## config.mk

```make
export PLATFORM = sky130hd
export DESIGN_NAME = rns_converter
export DESIGN_NICKNAME = d
export VERILOG_FILES = /design/src/rtl/rns_pkg.sv /design/src/rtl/rns_modsub.sv /design/src/rtl/rns_converter.sv
export SDC_FILE = /design/constraint.sdc
export NUM_CORES = 2
export LEC_CHECK = 0
export CORE_UTILIZATION = 55
export CTS_BUF_LIST = sky130_fd_sc_hd__clkbuf_4 sky130_fd_sc_hd__clkbuf_8
export DETAILED_ROUTE_END_ITERATION = 7
export PLACE_DENSITY = 0.75
export SLEW_MARGIN = 25
export SYNTH_ARGS = -nofsm -noshare
export SYNTH_HDL_FRONTEND = slang
export SYNTH_HIERARCHICAL = 1
export SYNTH_SLANG_ARGS = --single-unit
export TNS_END_PERCENT = 50
```

## constraint.sdc

```tcl
create_clock -name clk -period 28.4 [get_ports clk]
set_input_delay 5.68 -clock clk [delete_from_list [all_inputs] [get_ports clk]]
set_output_delay 5.68 -clock clk [all_outputs]
set_load 0.05 [all_outputs]
```

## src/rtl/rns_pkg.sv

```systemverilog
// Width helpers and rotation constants for the four-moduli RNS reverse converter
// over {2^N-1, 2^N+1, 2^(2N)+1, 2^(2N+P)}.
package rns_pkg;

  localparam int N_DEF  = 20;
  localparam int P_DEF  = 7;
  localparam int STAGES = 3;

  function automatic int k_width(input int n, input int p);
    return 2*n + p;
  endfunction

  function automatic int x_width(input int n, input int p);
    return 6*n + p + 1;
  endfunction

  function automatic bit p_legal(input int n, input int p);
    return (p >= 0) && (p <= n - 2);
  endfunction

  // (-k) mod m, used to turn 2^(-K) into a forward rotation
  function automatic int neg_mod(input int k, input int m);
    return (m - (k % m)) % m;
  endfunction

  // 2 has order N mod 2^N-1, 2N mod 2^N+1 and 4N mod 2^(2N)+1
  function automatic int rot_m1(input int n, input int p);
    return neg_mod(k_width(n, p), n);
  endfunction

  function automatic int rot_m2(input int n, input int p);
    return neg_mod(k_width(n, p), 2*n);
  endfunction

  function automatic int rot_m3(input int n, input int p);
    return neg_mod(k_width(n, p), 4*n);
  endfunction

endpackage

```

## src/rtl/rns_modsub.sv

```systemverilog
// y = ((a - b) * 2^J) mod m, m = 2^KW-1 (PLUS=0) or 2^KW+1 (PLUS=1).
// Operands must already be reduced; purely combinational, no multipliers.
module rns_modsub #(
  parameter int KW   = 20,
  parameter bit PLUS = 1'b0,
  parameter int J    = 0,
  localparam int W   = PLUS ? KW + 1 : KW
) (
  input  logic [W-1:0] a,
  input  logic [W-1:0] b,
  output logic [W-1:0] y
);

  if (!PLUS) begin : g_minus
    localparam int S = J % KW;
    logic [KW:0]     diff;
    logic [KW-1:0]   d;
    logic [2*KW-1:0] dd;

    // end-around borrow: a negative difference wraps by 2^KW, so take one more off
    assign diff = {1'b0, a} - {1'b0, b};
    assign d    = diff[KW] ? diff[KW-1:0] - KW'(1) : diff[KW-1:0];
    assign dd   = {d, d};
    assign y    = dd[2*KW-1-S -: KW];
  end else begin : g_plus
    localparam int S   = J % KW;
    localparam bit NEG = ((J / KW) % 2) == 1;
    localparam logic [KW:0] M = {1'b1, {(KW-1){1'b0}}, 1'b1};
    logic [KW+1:0] diff, t;
    logic [KW:0]   d, v;
    logic [2*KW:0] prod;

    assign diff = {1'b0, a} - {1'b0, b};
    assign d    = diff[KW+1] ? diff[KW:0] + M : diff[KW:0];
    // 2^KW == -1: the bits shifted past KW fold back subtracted
    assign prod = {{KW{1'b0}}, d} << S;
    assign t    = {2'b00, prod[KW-1:0]} - {1'b0, prod[2*KW:KW]};
    assign v    = t[KW+1] ? t[KW:0] + M : t[KW:0];
    assign y    = (NEG && v != '0) ? M - v : v;
  end

endmodule

```

## src/rtl/rns_converter.sv

```systemverilog
// Three-stage CRT reverse converter, RNS tuple -> binary x in [0, M-1].
// Optional RNS_RANGE_CHECK_EN adds range_err for out-of-range r2/r3.
module rns_converter
  import rns_pkg::*;
#(
  parameter int N = N_DEF,
  parameter int P = P_DEF
) (
  input  logic               clk,
  input  logic               rst_n,
  input  logic               in_valid,
  input  logic [N-1:0]       r1,
  input  logic [N:0]         r2,
  input  logic [2*N:0]       r3,
  input  logic [2*N+P-1:0]   r4,
  output logic               out_valid,
  output logic [6*N+P:0]     x
`ifdef RNS_RANGE_CHECK_EN
  ,
  output logic               range_err
`endif
);

  localparam int K = k_width(N, P);
  localparam logic [N:0]   M2 = {1'b1, {(N-1){1'b0}}, 1'b1};
  localparam logic [2*N:0] M3 = {1'b1, {(2*N-1){1'b0}}, 1'b1};

  if (!p_legal(N, P)) begin : g_bad_p
    $error("rns_converter: P must satisfy 0 <= P <= N-2");
  end

  logic [STAGES:1] vld_pipe;

  // input normalisation: alternate zero for r1, single subtract for r2/r3
  logic [N-1:0]   n1;
  logic [N:0]     n2;
  logic [2*N:0]   n3;
  logic           err_in;
  assign n1     = (&r1) ? '0 : r1;
  assign n2     = (r2 >= M2) ? r2 - M2 : r2;
  assign n3     = (r3 >= M3) ? r3 - M3 : r3;
  assign err_in = (r2 >= M2) | (r3 >= M3);

  // r4 reduced into each modulus by folding N-bit chunks (at most three)
  logic [3*N-1:0] r4w;
  logic [N+1:0]   fs1;
  logic [N:0]     ff1;
  logic [N-1:0]   ff2, q1;
  logic [N+2:0]   t2;
  logic [N:0]     q2;
  logic [2*N+1:0] t3;
  logic [2*N:0]   q3;

  assign r4w = (3*N)'(r4);
  assign fs1 = (N+2)'(r4w[N-1:0]) + (N+2)'(r4w[2*N-1:N]) + (N+2)'(r4w[3*N-1:2*N]);
  assign ff1 = (N+1)'(fs1[N-1:0]) + (N+1)'(fs1[N+1:N]);
  assign ff2 = ff1[N-1:0] + N'(ff1[N]);
  assign q1  = (&ff2) ? '0 : ff2;

  assign t2 = (N+3)'(r4w[N-1:0]) + (N+3)'(r4w[3*N-1:2*N]) - (N+3)'(r4w[2*N-1:N]);
  assign q2 = t2[N+2]              ? (N+1)'(t2 + (N+3)'(M2)) :
              (t2 >= (N+3)'(M2))   ? (N+1)'(t2 - (N+3)'(M2)) : t2[N:0];

  assign t3 = (2*N+2)'(r4w[2*N-1:0]) - (2*N+2)'(r4w[3*N-1:2*N]);
  assign q3 = t3[2*N+1] ? (2*N+1)'(t3 + (2*N+2)'(M3)) : t3[2*N:0];

  // stage 1: y_i = (r_i - r4) * 2^-K mod m_i
  logic [N-1:0] y1;
  logic [N:0]   y2;
  logic [2*N:0] y3;

  rns_modsub #(.KW(N),   .PLUS(1'b0), .J(rot_m1(N, P))) u_s1_m1 (.a(n1), .b(q1), .y(y1));
  rns_modsub #(.KW(N),   .PLUS(1'b1), .J(rot_m2(N, P))) u_s1_m2 (.a(n2), .b(q2), .y(y2));
  rns_modsub #(.KW(2*N), .PLUS(1'b1), .J(rot_m3(N, P))) u_s1_m3 (.a(n3), .b(q3), .y(y3));

  logic [N-1:0]   s1_y1;
  logic [N:0]     s1_y2;
  logic [2*N:0]   s1_y3, s2_y3;
  logic [K-1:0]   s1_r4, s2_r4;
  logic [2*N-1:0] s2_y12;

  // stage 2: merge m1, m2 -> Y12 mod 2^(2N)-1; y2 first brought into [0, m1-1]
  logic [N-1:0]   y2r, t1;
  logic [2*N-1:0] y12;
  assign y2r = s1_y2[N] ? N'(1) : (&s1_y2[N-1:0]) ? '0 : s1_y2[N-1:0];

  rns_modsub #(.KW(N), .PLUS(1'b0), .J(N-1)) u_s2 (.a(s1_y1), .b(y2r), .y(t1));

  assign y12 = (2*N)'(s1_y2) + {t1, {N{1'b0}}} + (2*N)'(t1);

  // stage 3: merge with m3 -> Y mod 2^(4N)-1; the 2^(4N) carry wraps out harmlessly
  logic [2*N:0]   t3s;
  logic [4*N-1:0] y_full;

  rns_modsub #(.KW(2*N), .PLUS(1'b1), .J(2*N-1)) u_s3 (.a(s2_y3), .b({1'b0, s2_y12}), .y(t3s));

  assign y_full = (4*N)'(s2_y12) + {t3s[2*N-1:0], {(2*N){1'b0}}} - (4*N)'(t3s);

  always_ff @(posedge clk) begin
    s1_y1  <= y1;
    s1_y2  <= y2;
    s1_y3  <= y3;
    s1_r4  <= r4;
    s2_y12 <= y12;
    s2_y3  <= s1_y3;
    s2_r4  <= s1_r4;
  end

  always_ff @(posedge clk) begin
    if (!rst_n) begin
      vld_pipe <= '0;
      x        <= '0;
    end else begin
      vld_pipe <= {vld_pipe[STAGES-1:1], in_valid};
      if (vld_pipe[STAGES-1]) x <= {1'b0, y_full, s2_r4};
    end
  end

  assign out_valid = vld_pipe[STAGES];

`ifdef RNS_RANGE_CHECK_EN
  logic s1_err, s2_err;

  always_ff @(posedge clk) begin
    if (!rst_n) begin
      s1_err    <= 1'b0;
      s2_err    <= 1'b0;
      range_err <= 1'b0;
    end else begin
      s1_err <= err_in;
      s2_err <= s1_err;
      if (vld_pipe[STAGES-1]) range_err <= s2_err;
    end
  end
`else
  logic unused_err;
  assign unused_err = err_in;
`endif

endmodule

```

## Word-level counts from Yosys, hierarchy flattened

Index checks and enable logic that the tools add are counted.

| storage, ports and cells | value |
|---|---|
| register bits | 387 |
| bits of input ports | 132 |

| cells by class | value |
|---|---|
| add/subtract/negate cells | 33 |
| $lt $le $gt $ge | 3 |
| multiplexer cells | 18 |
| reductions and logical operators | 4 |

Operator list:

| cell | count |
|---|---|
| $mux W41 | 6 |
| $add A41 B41 Y41 const B | 5 |
| $mux W21 | 6 |
| $mux W20 | 6 |
| $add A40 B80 Y80 | 1 |
| $sub A80 B41 Y80 | 1 |
| $add A21 B21 Y21 const B | 3 |
| $reduce_and A20 Y1 | 3 |
| $sub A20 B20 Y21 | 2 |
| $sub A21 B21 Y21 const B | 2 |
| $sub A41 B40 Y42 | 1 |
| $sub A41 B41 Y42 | 1 |
| $ge A41 B41 Y1 const B | 1 |
| $sub A40 B34 Y41 | 1 |
| $sub A40 B40 Y41 | 1 |
| $sub A40 B7 Y41 | 1 |
| $sub A41 B41 Y41 const B | 1 |
| $add A21 B40 Y40 | 1 |
| $add A40 B20 Y40 | 1 |
| $sub A20 B1 Y20 const B | 2 |
| $ge A23 B21 Y1 const B | 1 |
| $add A21 B7 Y22 | 1 |
| $sub A21 B20 Y22 | 1 |
| $sub A21 B21 Y22 | 1 |
| other kinds (8) | 8 |

## Longest topological paths before layout

| depth | value |
|---|---|
| depth after elaboration | 13 |
| gate-level depth with buffers | 47 |

## Hierarchy

The synthesis kept the hierarchy.

Modules (own cells, without submodules):

| module | times used | cells an instance | area each (µm²) | seq. area each (µm²) |
|---|---|---|---|---|
| rns_converter | 1 | 2,533 | 21,840.9 | 7,747.4 |
| rns_modsub (u_s3) | 1 | 995 | 7,056.8 | 0.0 |
| rns_modsub (u_s1_m3) | 1 | 987 | 6,446.2 | 0.0 |
| rns_modsub (u_s1_m2) | 1 | 566 | 4,080.2 | 0.0 |
| rns_modsub (u_s1_m1 ...) | 2 | 246 | 1,662.8 | 0.0 |

## Worst setup path before layout

Ideal clock, no wire load.

| timing | value |
|---|---|
| path kind | in2reg |
| start point | in r4[41] |
| end point | reg s1_y2[20] |
| arrival | 14.968 ns |
| required time | 28.279 ns |
| setup slack | 13.311 ns |
| cell stages on the path | 38 |
| cells stage by stage | inv_1 fa_1 fa_1 a21o_1 a21oi_1 o21bai_1 a221oi_2 o21ai_1 a41oi_1 xor2_1 o2111ai_1 or4_1 o31ai_4 buf_2 xnor2_1 ha_1 inv_1 fa_1 (+2 left out) and3_1 or4_1 and4b_1 and3_1 a41oi_1 xnor2_1 ha_1 o21bai_1 a221oi_2 and3_1 nand2_2 a2111oi_1 nor4b_4 o2111ai_1 a2bb2oi_2 and2_4 nand4_2 mux2_4 |

| between the ends | value |
|---|---|
| word-level cells in the longest chain between the ends | 13 |

RTL lines:

| element | RTL line | text |
|---|---|---|
| start: declaration | rns_converter.sv:15 | `input logic [2*N+P-1:0] r4,` |
| $add A20 B7 Y21 * | rns_converter.sv:60 | `assign t2 = (N+3)'(r4w[N-1:0]) + (N+3)'(r4w[3*N-1:2*N]) - (N+3)'(r4w[2*N-1:N]);` |
| $sub A21 B20 Y22 * | rns_converter.sv:60 |  |
| $ge A23 B21 Y1 | rns_converter.sv:62 | `(t2 >= (N+3)'(M2)) ? (N+1)'(t2 - (N+3)'(M2)) : t2[N:0];` |
| $mux W21 | rns_converter.sv:62 |  |
| $mux W21 * | rns_converter.sv:61 | `assign q2 = t2[N+2] ? (N+1)'(t2 + (N+3)'(M2)) :` |
| named net q2[0] | rns_converter.sv:50 | `logic [N:0] q2;` |
| $sub A21 B21 Y22 * | rns_modsub.sv:33 | `assign diff = {1'b0, a} - {1'b0, b};` |
| $add A21 B21 Y21 | rns_modsub.sv:34 | `assign d = diff[KW+1] ? diff[KW:0] + M : diff[KW:0];` |
| $mux W21 * | rns_modsub.sv:34 |  |
| $sub A20 B14 Y21 * | rns_modsub.sv:37 | `assign t = {2'b00, prod[KW-1:0]} - {1'b0, prod[2*KW:KW]};` |
| $add A21 B21 Y21 | rns_modsub.sv:38 | `assign v = t[KW+1] ? t[KW:0] + M : t[KW:0];` |
| $mux W21 * | rns_modsub.sv:38 |  |
| $sub A21 B21 Y21 or $reduce_bool A21 Y1 (tied branches) | rns_modsub.sv:39 | `assign y = (NEG && v != '0) ? M - v : v;` |
| $mux W21 * | rns_modsub.sv:39 |  |
| named net y2[20] | rns_converter.sv:69 | `logic [N:0] y2;` |
| end signal: assignment | rns_converter.sv:101 | `s1_y2 <= y2;` |
| end: declaration | rns_converter.sv:77 | `logic [N:0] s1_y2;` |

Mark *: on every way through the listed nets, which the timed path passes. The rest lies on a longest branch.
A chain may end at the register's enable or synchronous reset.

## Worst setup path in the final report

| timing | value |
|---|---|
| start point | in r4[23] |
| end point | reg s1_y1[11] |

| between the ends | value |
|---|---|
| word-level cells in the longest chain between the ends | 9 |

RTL lines:

| element | RTL line | text |
|---|---|---|
| $add A20 B20 Y21 * | rns_converter.sv:55 | `assign fs1 = (N+2)'(r4w[N-1:0]) + (N+2)'(r4w[2*N-1:N]) + (N+2)'(r4w[3*N-1:2*N]);` |
| $add A21 B7 Y22 * | rns_converter.sv:55 |  |
| $add A20 B2 Y21 * | rns_converter.sv:56 | `assign ff1 = (N+1)'(fs1[N-1:0]) + (N+1)'(fs1[N+1:N]);` |
| $add A20 B1 Y20 * | rns_converter.sv:57 | `assign ff2 = ff1[N-1:0] + N'(ff1[N]);` |
| $reduce_and A20 Y1 | rns_converter.sv:58 | `assign q1 = (&ff2) ? '0 : ff2;` |
| $mux W20 * | rns_converter.sv:58 |  |
| named net q1[0] | rns_converter.sv:48 | `logic [N-1:0] ff2, q1;` |
| $sub A20 B20 Y21 * | rns_modsub.sv:21 | `assign diff = {1'b0, a} - {1'b0, b};` |
| $sub A20 B1 Y20 | rns_modsub.sv:22 | `assign d = diff[KW] ? diff[KW-1:0] - KW'(1) : diff[KW-1:0];` |
| $mux W20 * | rns_modsub.sv:22 |  |
| named net y1[11] | rns_converter.sv:68 | `logic [N-1:0] y1;` |
| end signal: assignment | rns_converter.sv:100 | `s1_y1 <= y1;` |
| end: declaration | rns_converter.sv:76 | `logic [N-1:0] s1_y1;` |

Marks and branches as above.

==> flow_metrics.env <==
export IMPL_synthAdderAreaFrac=0.102
export IMPL_slowest_stage="a31oi_1"
export IMPL_clockBufferDepth=3
export IMPL_hold_buffers=0
export IMPL_yosys_area_share_simple=0.279
export IMPL_chipWidth_um=281
export IMPL_synth_top_family_by_area="simple AND/OR/NAND/NOR gates"
export IMPL_rsz0062_at_grt="false"
export IMPL_critical_path_class="input pin to flop"
export IMPL_rows=101
export IMPL_layout_nets=6202
export IMPL_slew_violations=0
export IMPL_drive_above_1_share=0.0705
export IMPL_hpwl_um=122000
export IMPL_synth_compound_area_frac=0.217
export IMPL_io_pins=261
export IMPL_min_path_type="flop to flop"
export IMPL_cts_tree="yes"
export IMPL_regArea_mm2=0.00775
export IMPL_cts_repair_resized=0
export IMPL_grt_pass1_wl_um=224000
export IMPL_htreeDepth=3
export IMPL_cts_sinks=387
export IMPL_cpPeakStageDelay_ns=0.74
export IMPL_instances_no_fill=6819
export IMPL_hold_depth=0
export IMPL_fin_crit_sh=0.614
export IMPL_finalCriticalPeriod_ns=17.45
export IMPL_avgSynthCellArea_um2=7.67
export IMPL_ys_types=151
export IMPL_grt_usage=0.360
export IMPL_synth_seq_cells=387
export IMPL_path_clk_slew_ns=0.08
export IMPL_syn2layout_area_growth_pct=11.3
export IMPL_r2r_slack_ns=17.43
export IMPL_relSlewSlack=0.254
export IMPL_synthCells=5573
export IMPL_synth_mux_area_frac=0.0257
export IMPL_synth_edf_count=0
export IMPL_worstSetupEndpointType="flop"
export IMPL_cpMostUsedCell="ha_1"
export IMPL_drtPass1Iterations=7
export IMPL_insertion_delay_ns=0.71
export IMPL_fin_skew_ns=0.0717
export IMPL_drc=0
export IMPL_required_ns=28.93
export IMPL_cts_setup_buffers=0
export IMPL_syn_area_mm2=0.0427
export IMPL_routed_wl_um=147000
export IMPL_final_cell_mix="nor2_1, nand2_1, xnor2_1"
export IMPL_grt_antenna_before_repair=4
export IMPL_num_vias=42858
export IMPL_synth_ff_type="dfxtp_1"
export IMPL_multi_input_area_mm2=0.0328
export IMPL_holdWs_ns=0.313
export IMPL_fp_dieArea_mm2=0.0788
export IMPL_tightest_slew_ns=1.11
export IMPL_drt_initial_drc_count=3782
export IMPL_yosys_warnings=6
export IMPL_ys_async_sr_fraction=0
export IMPL_placed_cells=6699
export IMPL_initial_core_util=0.559
export IMPL_root_buffer="clkbuf_8"
export IMPL_core_mm2=0.0765
export IMPL_place_gp_congestion=1.06
export IMPL_max_cap_viol_count=0
export IMPL_grt_pass1_vias=39167
export IMPL_reg2reg_depth=32
export IMPL_synth_seq_area_share=0.181
export IMPL_avgRoutedWirePerCell_um=21.6
export IMPL_setup_viol=0
export IMPL_synth_xor_area_frac=0.144
export IMPL_cp_data_arrival_time_ns=17.98
export IMPL_grt_start_max_net_pins=71
export IMPL_numCtsBuffers=67
export IMPL_final_hold_viol_count=0
export IMPL_dieHeight_um=281
export IMPL_viasPerCell=6.29
export IMPL_port_buffers=259
export IMPL_status="finished clean"
export IMPL_clock_fmax_mhz=57.3
export IMPL_cp_start_kind="input pin"
export IMPL_critPathMaxFanout=20
export IMPL_finalSetupTns_ns=0
export IMPL_detail_route_antenna_nets=0
export IMPL_layout_commonest_cell="nor2_1"
export IMPL_fillers=7040
export IMPL_overflow=0
==> logic make-up (layout without fill, tap and decap cells) <==
group / Yosys count / in the layout
simple gates: 2191 / 2191
compound gates: 1321 / 1321
xor+xnor: 681 / 681
buf+inv: 552 / 765
flops: 387 / 387
fa+ha+maj: 332 / 332
mux: 108 / 108
other cells: 1 / 4
==> cells in the mapped netlist, types with 139 or more instances <==
cell,instances,area (um2)
dfxtp_1,387,7750
inv_1,370,1390
nor2_1,487,1830
a21oi_1,328,1640
o21ai_0,219,1100
ha_1,307,3840
xor2_1,228,2000
nand2_1,443,1660
nand3_1,181,906
nor3_1,193,966
xnor2_1,430,3770
nand4_1,139,870
==> worst paths after layout <==
path	start	endpoint
max	r4[23]	s1_y1[11]$_DFF_P_
max reg2reg	s2_y12[24]$_DFF_P_	x[115]$_SDFFE_PN0P_
min reg2reg	s1_r4[40]$_DFF_P_	s2_r4[40]$_DFF_P_
min	s1_r4[40]$_DFF_P_	s2_r4[40]$_DFF_P_
==> cell type report <==
class	count	share of cell area
Clock buffer	94	0.0254
Multi-Input combinational cell	4635	0.690
Sequential cell	387	0.163
Tap cell	1030	0.0271
Timing Repair Buffer	277	0.0573
Clock inverter	24	0.00779
Inverter	370	0.0292
Antenna cell	2	0.000105
==> through the flow <==
stage               utilization  instance area [um2]  worst slack, ns
finish                    0.622                47600            10.95
global route              0.622                47600            10.09
CTS                       0.622                47500            11.16
detailed placement        0.601                46000            10.48
global placement          0.601                46000            10.55
floorplan                     -                42800            13.31
==> routing by layer <==
| metal | GRT usage | part of all wire | up-vias |
|---|---|---|---|
| met5 | 0 | 0.00028 | - |
| met3 | 0.0599 | 0.072 | 382 |
| met4 | 0.199 | 0.061 | 6 |
| met2 | 0.567 | 0.44 | 1834 |
| met1 | 0.467 | 0.43 | 20124 |
| li1 | - | - | 20512 |
==> state kept, by name, indices dropped and copies added, names as in the netlist <==
signal	cells
x	127
s2_r4	47
s2_y12	40
s1_y3	41
vld_pipe	3
s2_y3	41
s1_y2	21
s1_r4	47
s1_y1	20
==> worst max-delay path: cells and delay by family <==
family / cells / cell delay (ns)
fa+ha+maj: 8 / 2.39
xor+xnor: 2 / 0.33
compound gates: 16 / 4.67
simple gates: 15 / 3.62
buf+inv: 5 / 1.24
Power is left out: the tool's default activity adds up to more than one toggle a clock period on the data nets, which glitch-free logic cannot reach.
